===== config.mk =====
export PLATFORM = sky130hd
export DESIGN_NAME = prog_loader
export DESIGN_NICKNAME = d
export VERILOG_FILES = /design/src/rtl/prog_loader.sv
export SDC_FILE = /design/constraint.sdc
export NUM_CORES = 1
export LEC_CHECK = 0
export ABC_AREA = 1
export CORE_MARGIN = 3
export CORE_UTILIZATION = 55
export CTS_CLUSTER_DIAMETER = 30
export DETAILED_ROUTE_END_ITERATION = 7
export MAX_ROUTING_LAYER = met4
export PLACE_DENSITY = 0.85
export RECOVER_POWER = 50
export SETUP_SLACK_MARGIN = 0.2
export SYNTH_ARGS = -nofsm -noshare
export SYNTH_HDL_FRONTEND = slang
export SYNTH_SLANG_ARGS = --single-unit
export TNS_END_PERCENT = 100

===== constraint.sdc =====
create_clock -name clk -period 1.48 [get_ports clk]
set_input_delay 0.296 -clock clk [delete_from_list [all_inputs] [get_ports clk]]
set_output_delay 0.296 -clock clk [all_outputs]
set_load 0.02 [all_outputs]

===== src/rtl/prog_loader.sv =====
// prog_loader: serial program loader for the 16x8 RAM programming port.
// It receives 8N1 UART bytes on rx. A SYNC_BYTE starts a load, and the
// next 16 bytes are written to RAM addresses 0..15 with one-cycle
// prog_mode strobes. The CPU is held halted while a load is in progress.
//
// Ports:
//   clk        system clock, rising edge
//   rst        asynchronous active-high reset
//   rx         UART serial input (idle high, asynchronous to clk)
//   prog_mode  one-cycle RAM write strobe
//   prog_addr  RAM write address (held between strobes)
//   prog_data  RAM write data (held between strobes)
//   cpu_halt   high from sync-byte acceptance until the load completes or aborts
//   load_done  one-cycle pulse after the 16th write
//   load_err   sticky framing-error flag, cleared by the next sync byte
//   busy       high while the UART receiver is not idle
module prog_loader #(
  parameter int          CLKS_PER_BIT = 16,
  parameter logic [7:0]  SYNC_BYTE    = 8'h55
) (
  input  logic       clk,
  input  logic       rst,
  input  logic       rx,
  output logic       prog_mode,
  output logic [3:0] prog_addr,
  output logic [7:0] prog_data,
  output logic       cpu_halt,
  output logic       load_done,
  output logic       load_err,
  output logic       busy
);

  localparam int TW = $clog2(CLKS_PER_BIT);
  localparam logic [TW-1:0] TICK_MID  = TW'(CLKS_PER_BIT / 2 - 1);
  localparam logic [TW-1:0] TICK_LAST = TW'(CLKS_PER_BIT - 1);

  typedef enum logic [1:0] {RX_IDLE, RX_START, RX_DATA, RX_STOP} rx_state_e;
  typedef enum logic [1:0] {L_IDLE, L_LOAD, L_DONE} ld_state_e;

  logic            rx_meta_q, rx_s_q;
  rx_state_e       rx_state_q, rx_state_d;
  logic [TW-1:0]   tick_q, tick_d;
  logic [2:0]      bit_cnt_q, bit_cnt_d;
  logic [7:0]      shift_q, shift_d;
  logic            byte_valid_q, byte_valid_d;
  logic            frame_err_q, frame_err_d;

  ld_state_e       ld_state_q, ld_state_d;
  logic [3:0]      wr_addr_q, wr_addr_d;
  logic            prog_mode_q, prog_mode_d;
  logic [3:0]      prog_addr_q, prog_addr_d;
  logic [7:0]      prog_data_q, prog_data_d;
  logic            cpu_halt_q, cpu_halt_d;
  logic            load_done_q, load_done_d;
  logic            load_err_q, load_err_d;

  // State registers for both FSMs, their datapath and the synchroniser
  always_ff @(posedge clk or posedge rst) begin
    if (rst) begin
      rx_meta_q    <= 1'b1;
      rx_s_q       <= 1'b1;
      rx_state_q   <= RX_IDLE;
      tick_q       <= '0;
      bit_cnt_q    <= '0;
      shift_q      <= '0;
      byte_valid_q <= 1'b0;
      frame_err_q  <= 1'b0;
      ld_state_q   <= L_IDLE;
      wr_addr_q    <= '0;
      prog_mode_q  <= 1'b0;
      prog_addr_q  <= '0;
      prog_data_q  <= '0;
      cpu_halt_q   <= 1'b0;
      load_done_q  <= 1'b0;
      load_err_q   <= 1'b0;
    end else begin
      rx_meta_q    <= rx;
      rx_s_q       <= rx_meta_q;
      rx_state_q   <= rx_state_d;
      tick_q       <= tick_d;
      bit_cnt_q    <= bit_cnt_d;
      shift_q      <= shift_d;
      byte_valid_q <= byte_valid_d;
      frame_err_q  <= frame_err_d;
      ld_state_q   <= ld_state_d;
      wr_addr_q    <= wr_addr_d;
      prog_mode_q  <= prog_mode_d;
      prog_addr_q  <= prog_addr_d;
      prog_data_q  <= prog_data_d;
      cpu_halt_q   <= cpu_halt_d;
      load_done_q  <= load_done_d;
      load_err_q   <= load_err_d;
    end
  end

  // Receiver next state
  always_comb begin
    rx_state_d = rx_state_q;
    case (rx_state_q)
      RX_IDLE:  if (!rx_s_q) rx_state_d = RX_START;
      // A line that is high again by mid start bit was a glitch
      RX_START: if (tick_q == TICK_MID) rx_state_d = rx_s_q ? RX_IDLE : RX_DATA;
      RX_DATA:  if (tick_q == TICK_LAST && bit_cnt_q == 3'd7) rx_state_d = RX_STOP;
      RX_STOP:  if (tick_q == TICK_LAST) rx_state_d = RX_IDLE;
      default:  rx_state_d = RX_IDLE;
    endcase
  end

  // Receiver datapath: counters, shift register, byte/error pulses
  always_comb begin
    tick_d       = tick_q + 1'b1;
    bit_cnt_d    = bit_cnt_q;
    shift_d      = shift_q;
    byte_valid_d = 1'b0;
    frame_err_d  = 1'b0;
    case (rx_state_q)
      RX_IDLE: begin
        tick_d    = '0;
        bit_cnt_d = '0;
      end
      RX_START: if (tick_q == TICK_MID) tick_d = '0;
      RX_DATA: if (tick_q == TICK_LAST) begin
        tick_d    = '0;
        shift_d   = {rx_s_q, shift_q[7:1]};  // LSB arrives first
        bit_cnt_d = bit_cnt_q + 1'b1;
      end
      RX_STOP: if (tick_q == TICK_LAST) begin
        tick_d       = '0;
        byte_valid_d = rx_s_q;
        frame_err_d  = !rx_s_q;
      end
      default: tick_d = '0;
    endcase
  end

  // Loader next state
  always_comb begin
    ld_state_d = ld_state_q;
    case (ld_state_q)
      L_IDLE: if (byte_valid_q && shift_q == SYNC_BYTE) ld_state_d = L_LOAD;
      L_LOAD: begin
        if (byte_valid_q && wr_addr_q == 4'd15) ld_state_d = L_DONE;
        else if (frame_err_q)                   ld_state_d = L_IDLE;
      end
      L_DONE:  ld_state_d = L_IDLE;
      default: ld_state_d = L_IDLE;
    endcase
  end

  // Loader outputs; address and data hold their last values between strobes
  always_comb begin
    wr_addr_d   = wr_addr_q;
    prog_mode_d = 1'b0;
    prog_addr_d = prog_addr_q;
    prog_data_d = prog_data_q;
    cpu_halt_d  = cpu_halt_q;
    load_done_d = 1'b0;
    load_err_d  = load_err_q;
    case (ld_state_q)
      L_IDLE: begin
        if (byte_valid_q && shift_q == SYNC_BYTE) begin
          cpu_halt_d = 1'b1;
          wr_addr_d  = '0;
          load_err_d = 1'b0;
        end else if (frame_err_q) begin
          load_err_d = 1'b1;
        end
      end
      L_LOAD: begin
        if (byte_valid_q) begin
          prog_mode_d = 1'b1;
          prog_addr_d = wr_addr_q;
          prog_data_d = shift_q;
          wr_addr_d   = wr_addr_q + 1'b1;
        end else if (frame_err_q) begin
          load_err_d = 1'b1;
          cpu_halt_d = 1'b0;
        end
      end
      L_DONE: begin
        load_done_d = 1'b1;
        cpu_halt_d  = 1'b0;
      end
      default: ;
    endcase
  end

  assign prog_mode = prog_mode_q;
  assign prog_addr = prog_addr_q;
  assign prog_data = prog_data_q;
  assign cpu_halt  = cpu_halt_q;
  assign load_done = load_done_q;
  assign load_err  = load_err_q;
  assign busy      = (rx_state_q != RX_IDLE);

endmodule


==> impl_metrics.env <==
export IMPL_outcome="complete, no violations"
export IMPL_peakVddDrop_mv=1.024
export IMPL_tightest_slew_ns=0.6416
export IMPL_ios=20
export IMPL_cts_made_buffers=5
export IMPL_synthDistinctLibCells=26
export IMPL_syn_inst=205
export IMPL_multiInputGateArea_sq_um=855.8
export IMPL_setup_tns_ns=0
export IMPL_grt_max_degree=31
export IMPL_hold_viol_final=0
export IMPL_slew_viol_final=0
export IMPL_filler_cell_count=249
export IMPL_wl_met1_um=1601
export IMPL_area_delta_synth_final_pct=24.45
export IMPL_synth_top_area_cell="dfrtp_1"
export IMPL_hold_path_startpoint="rx_meta_q"
export IMPL_power_leakage_uw=0.001211
export IMPL_r2r_setup_slack_ns=0.13
export IMPL_num_antenna_cells=0
export IMPL_yosysWarnings=0
export IMPL_wl_um=3933
export IMPL_wl_per_cell_um=13.52
export IMPL_cp_required_ns=1.75
export IMPL_r2r_start="bit_cnt_q[0]"
export IMPL_reg2regPathDepth=6
export IMPL_critical_path_startpoint="bit_cnt_q[0]"
export IMPL_holdWs_ns=0.3648
export IMPL_viasPerCell=5.227
export IMPL_fmax_mhz=741.0
export IMPL_cap_violations=0
export IMPL_initial_core_util_pct=60.23
export IMPL_startpoint_type="flip-flop"
export IMPL_whs_endpoint="rx_s_q"
export IMPL_clockBufferDepth=2
export IMPL_grt_pass1_vias=1378
export IMPL_route_top_layer_used="met4"
export IMPL_hold_path_class="reg -> reg"
export IMPL_dieArea_sq_um=4254
export IMPL_synth_top_area_share_pct=53.18
export IMPL_remaining_drc_errors=0
export IMPL_setup_viol=0
export IMPL_utilization_pct=74.96
export IMPL_crit_path_end_kind="flip-flop"
export IMPL_num_rows=20
export IMPL_pwr_share_comb_pct=25.4
export IMPL_die_h_um=65.23
export IMPL_slew_headroom_pct=56.99
export IMPL_synth_seq_cells=43
export IMPL_cts_max_level=2
export IMPL_power_density_nw_per_um2=1091
export IMPL_path_clk_slew_ns=0.12
export IMPL_post_route_min_period_ns=1.350
export IMPL_wl_met2_um=1941
export IMPL_whs_path_depth=0
export IMPL_p_clk_share_pct=24.6
export IMPL_netlist_top_cells_area="dfrtp_1, nand2_1, ha_1, inv_1, o21ai_2"
export IMPL_vias=1521
export IMPL_ant_nets=0
export IMPL_syn_num_nets=216
export IMPL_overflow=0
export IMPL_hpwl_um=2464
export IMPL_worstPathArrival_ns=1.62
export IMPL_setup_slack_ns=0.1305
export IMPL_nets=257
export IMPL_syn_area_sq_um=1929
export IMPL_wl_met3_um=235
export IMPL_drive_above_1_share_pct=37.65
export IMPL_fin_crit_sh_pct=91.18
export IMPL_finClkSkew_ns=0.01501
export IMPL_dp_slack_ns=0.03428
export IMPL_cts_tree="built"
export IMPL_grt_pass1_wl_um=6134
export IMPL_seq_power_share_pct=50.0
export IMPL_switchingPower_uw=801.1
export IMPL_gp_congestion=0.8868
export IMPL_cts_root_buffer="clkbuf_4"
export IMPL_die_w_um=65.23
export IMPL_crit_fanout=3
export IMPL_grt_use_total_pct=19.61
export IMPL_regArea_sq_um=1080
export IMPL_hold_buffers=0
export IMPL_core_sq_um=3203
export IMPL_cts_sinks=43
export IMPL_layout_cells_non_filler=291
export IMPL_rr_endpoint="rx_state_q[0]"
export IMPL_swShare_pct=30.59
export IMPL_synth_seq_area_share_pct=55.90
export IMPL_drt_iter0_drc=121
export IMPL_internal_power_uw=1818
export IMPL_rsz0062_at_grt="yes"
export IMPL_port_buffers=19
export IMPL_synth_area_per_cell_sq_um=9.411
export IMPL_placed_cells=270
export IMPL_antenna_found_initial=0
export IMPL_insertion_delay_ns=0.37
export IMPL_firstDrtPassIters=4
export IMPL_crit_type="reg -> reg"
## final cells by class
type                       instances  area share [%]
tap                               44           2.293
multi-input combinational        135           35.64
timing repair buffer              36           9.953
inverter                          25           4.273
clock buffer                       8           2.866
sequential                        43           44.97
## worst max-delay path by stage
stage / to
2_1_floorplan: cpu_halt
3_3_place_gp: load_err
3_5_place_dp: bit_cnt_q[2]
4_1_cts: busy
5_1_grt: ld_state_q[0]
6_report: rx_state_q[0]
## cell usage in the layout, fill, tap and decap left out, drive strengths merged, types with 3 or more instances in the layout
cell and count:
dfrtp 41, ha 8, nand4 4, nor2 11, nand3 11, a21oi 4, o21ai 23, nor3 3
nand2 62, inv 24, buf 32, clkbuf 10
## metrics by stage
stage               power [uW]  cell area [sq um]
floorplan                 1690               1938
global placement          1854               2215
detailed placement        1878               2215
CTS                       2540               2271
global route              2774               2401
finish                    2619               2401
## power by group through the flow
stage / logic [uW] / clock network, uW / registers [uW]
after global routing: 741 / 714 / 1320
after floorplan: 348 / 0 / 1340
final: 666 / 644 / 1310
after CTS: 576 / 652 / 1310
after global placement: 528 / 0 / 1330
after detailed placement: 544 / 0 / 1330
## registers in the layout, summed over array words and instances, names as in the netlist, named ones only
register and count:
frame_err_q 1, wr_addr_q 4, ld_state_q 2, load_err 1, shift_q 8, byte_valid_q 1
prog_addr 4, rx_meta_q 1, bit_cnt_q 3, prog_mode 1, load_done 1, rx_state_q 1
tick_q 4, cpu_halt 1, rx_s_q 1, prog_data 8
## critical path: stages, from the launching register on
cell and delay [ns]:
dfrtp_1 0.43, ha_1 0.21, ha_1 0.18, nand4_1 0.12, a21oi_2 0.09, buf_4 0.14, o21a_1 0.09
## synth_stat cells (all sizes together)
cell    number
clkbuf       2
or2          1
nand4        4
o21bai       1
ha           8
a21oi        4
buf          1
xor2         2
nand2       61
dfstp        2
nand3b       2
nor3         3
o21ai       23
nor2        11
o21a         2
nand3       11
xnor2        1
dfrtp       41
inv         25
## cells by family after synthesis
family	Yosys count	synth area share (%)
AOI/OAI and AO/OA	30	10.12
xor gates and xnor gates	3	1.362
adders and majority gates	8	5.188
buffers and inverters	28	5.837
DFF	43	55.90
and+or+nand+nor	93	21.59
## metal layers
layer / vias to the layer above / track usage [%]
li1: 743 / -
met1: 717 / 23.50
met2: 47 / 30.72
met3: 14 / 4.274
met4: 0 / 11.14
met5: - / -
## repair_timing
item	4_1_cts	5_1_grt
resized for setup	81	33
pin swaps	0	10
cloned	0	1
setup buffers	4	8
setup endpoints to repair	39	29
Power figures use the tool's default switching activity.
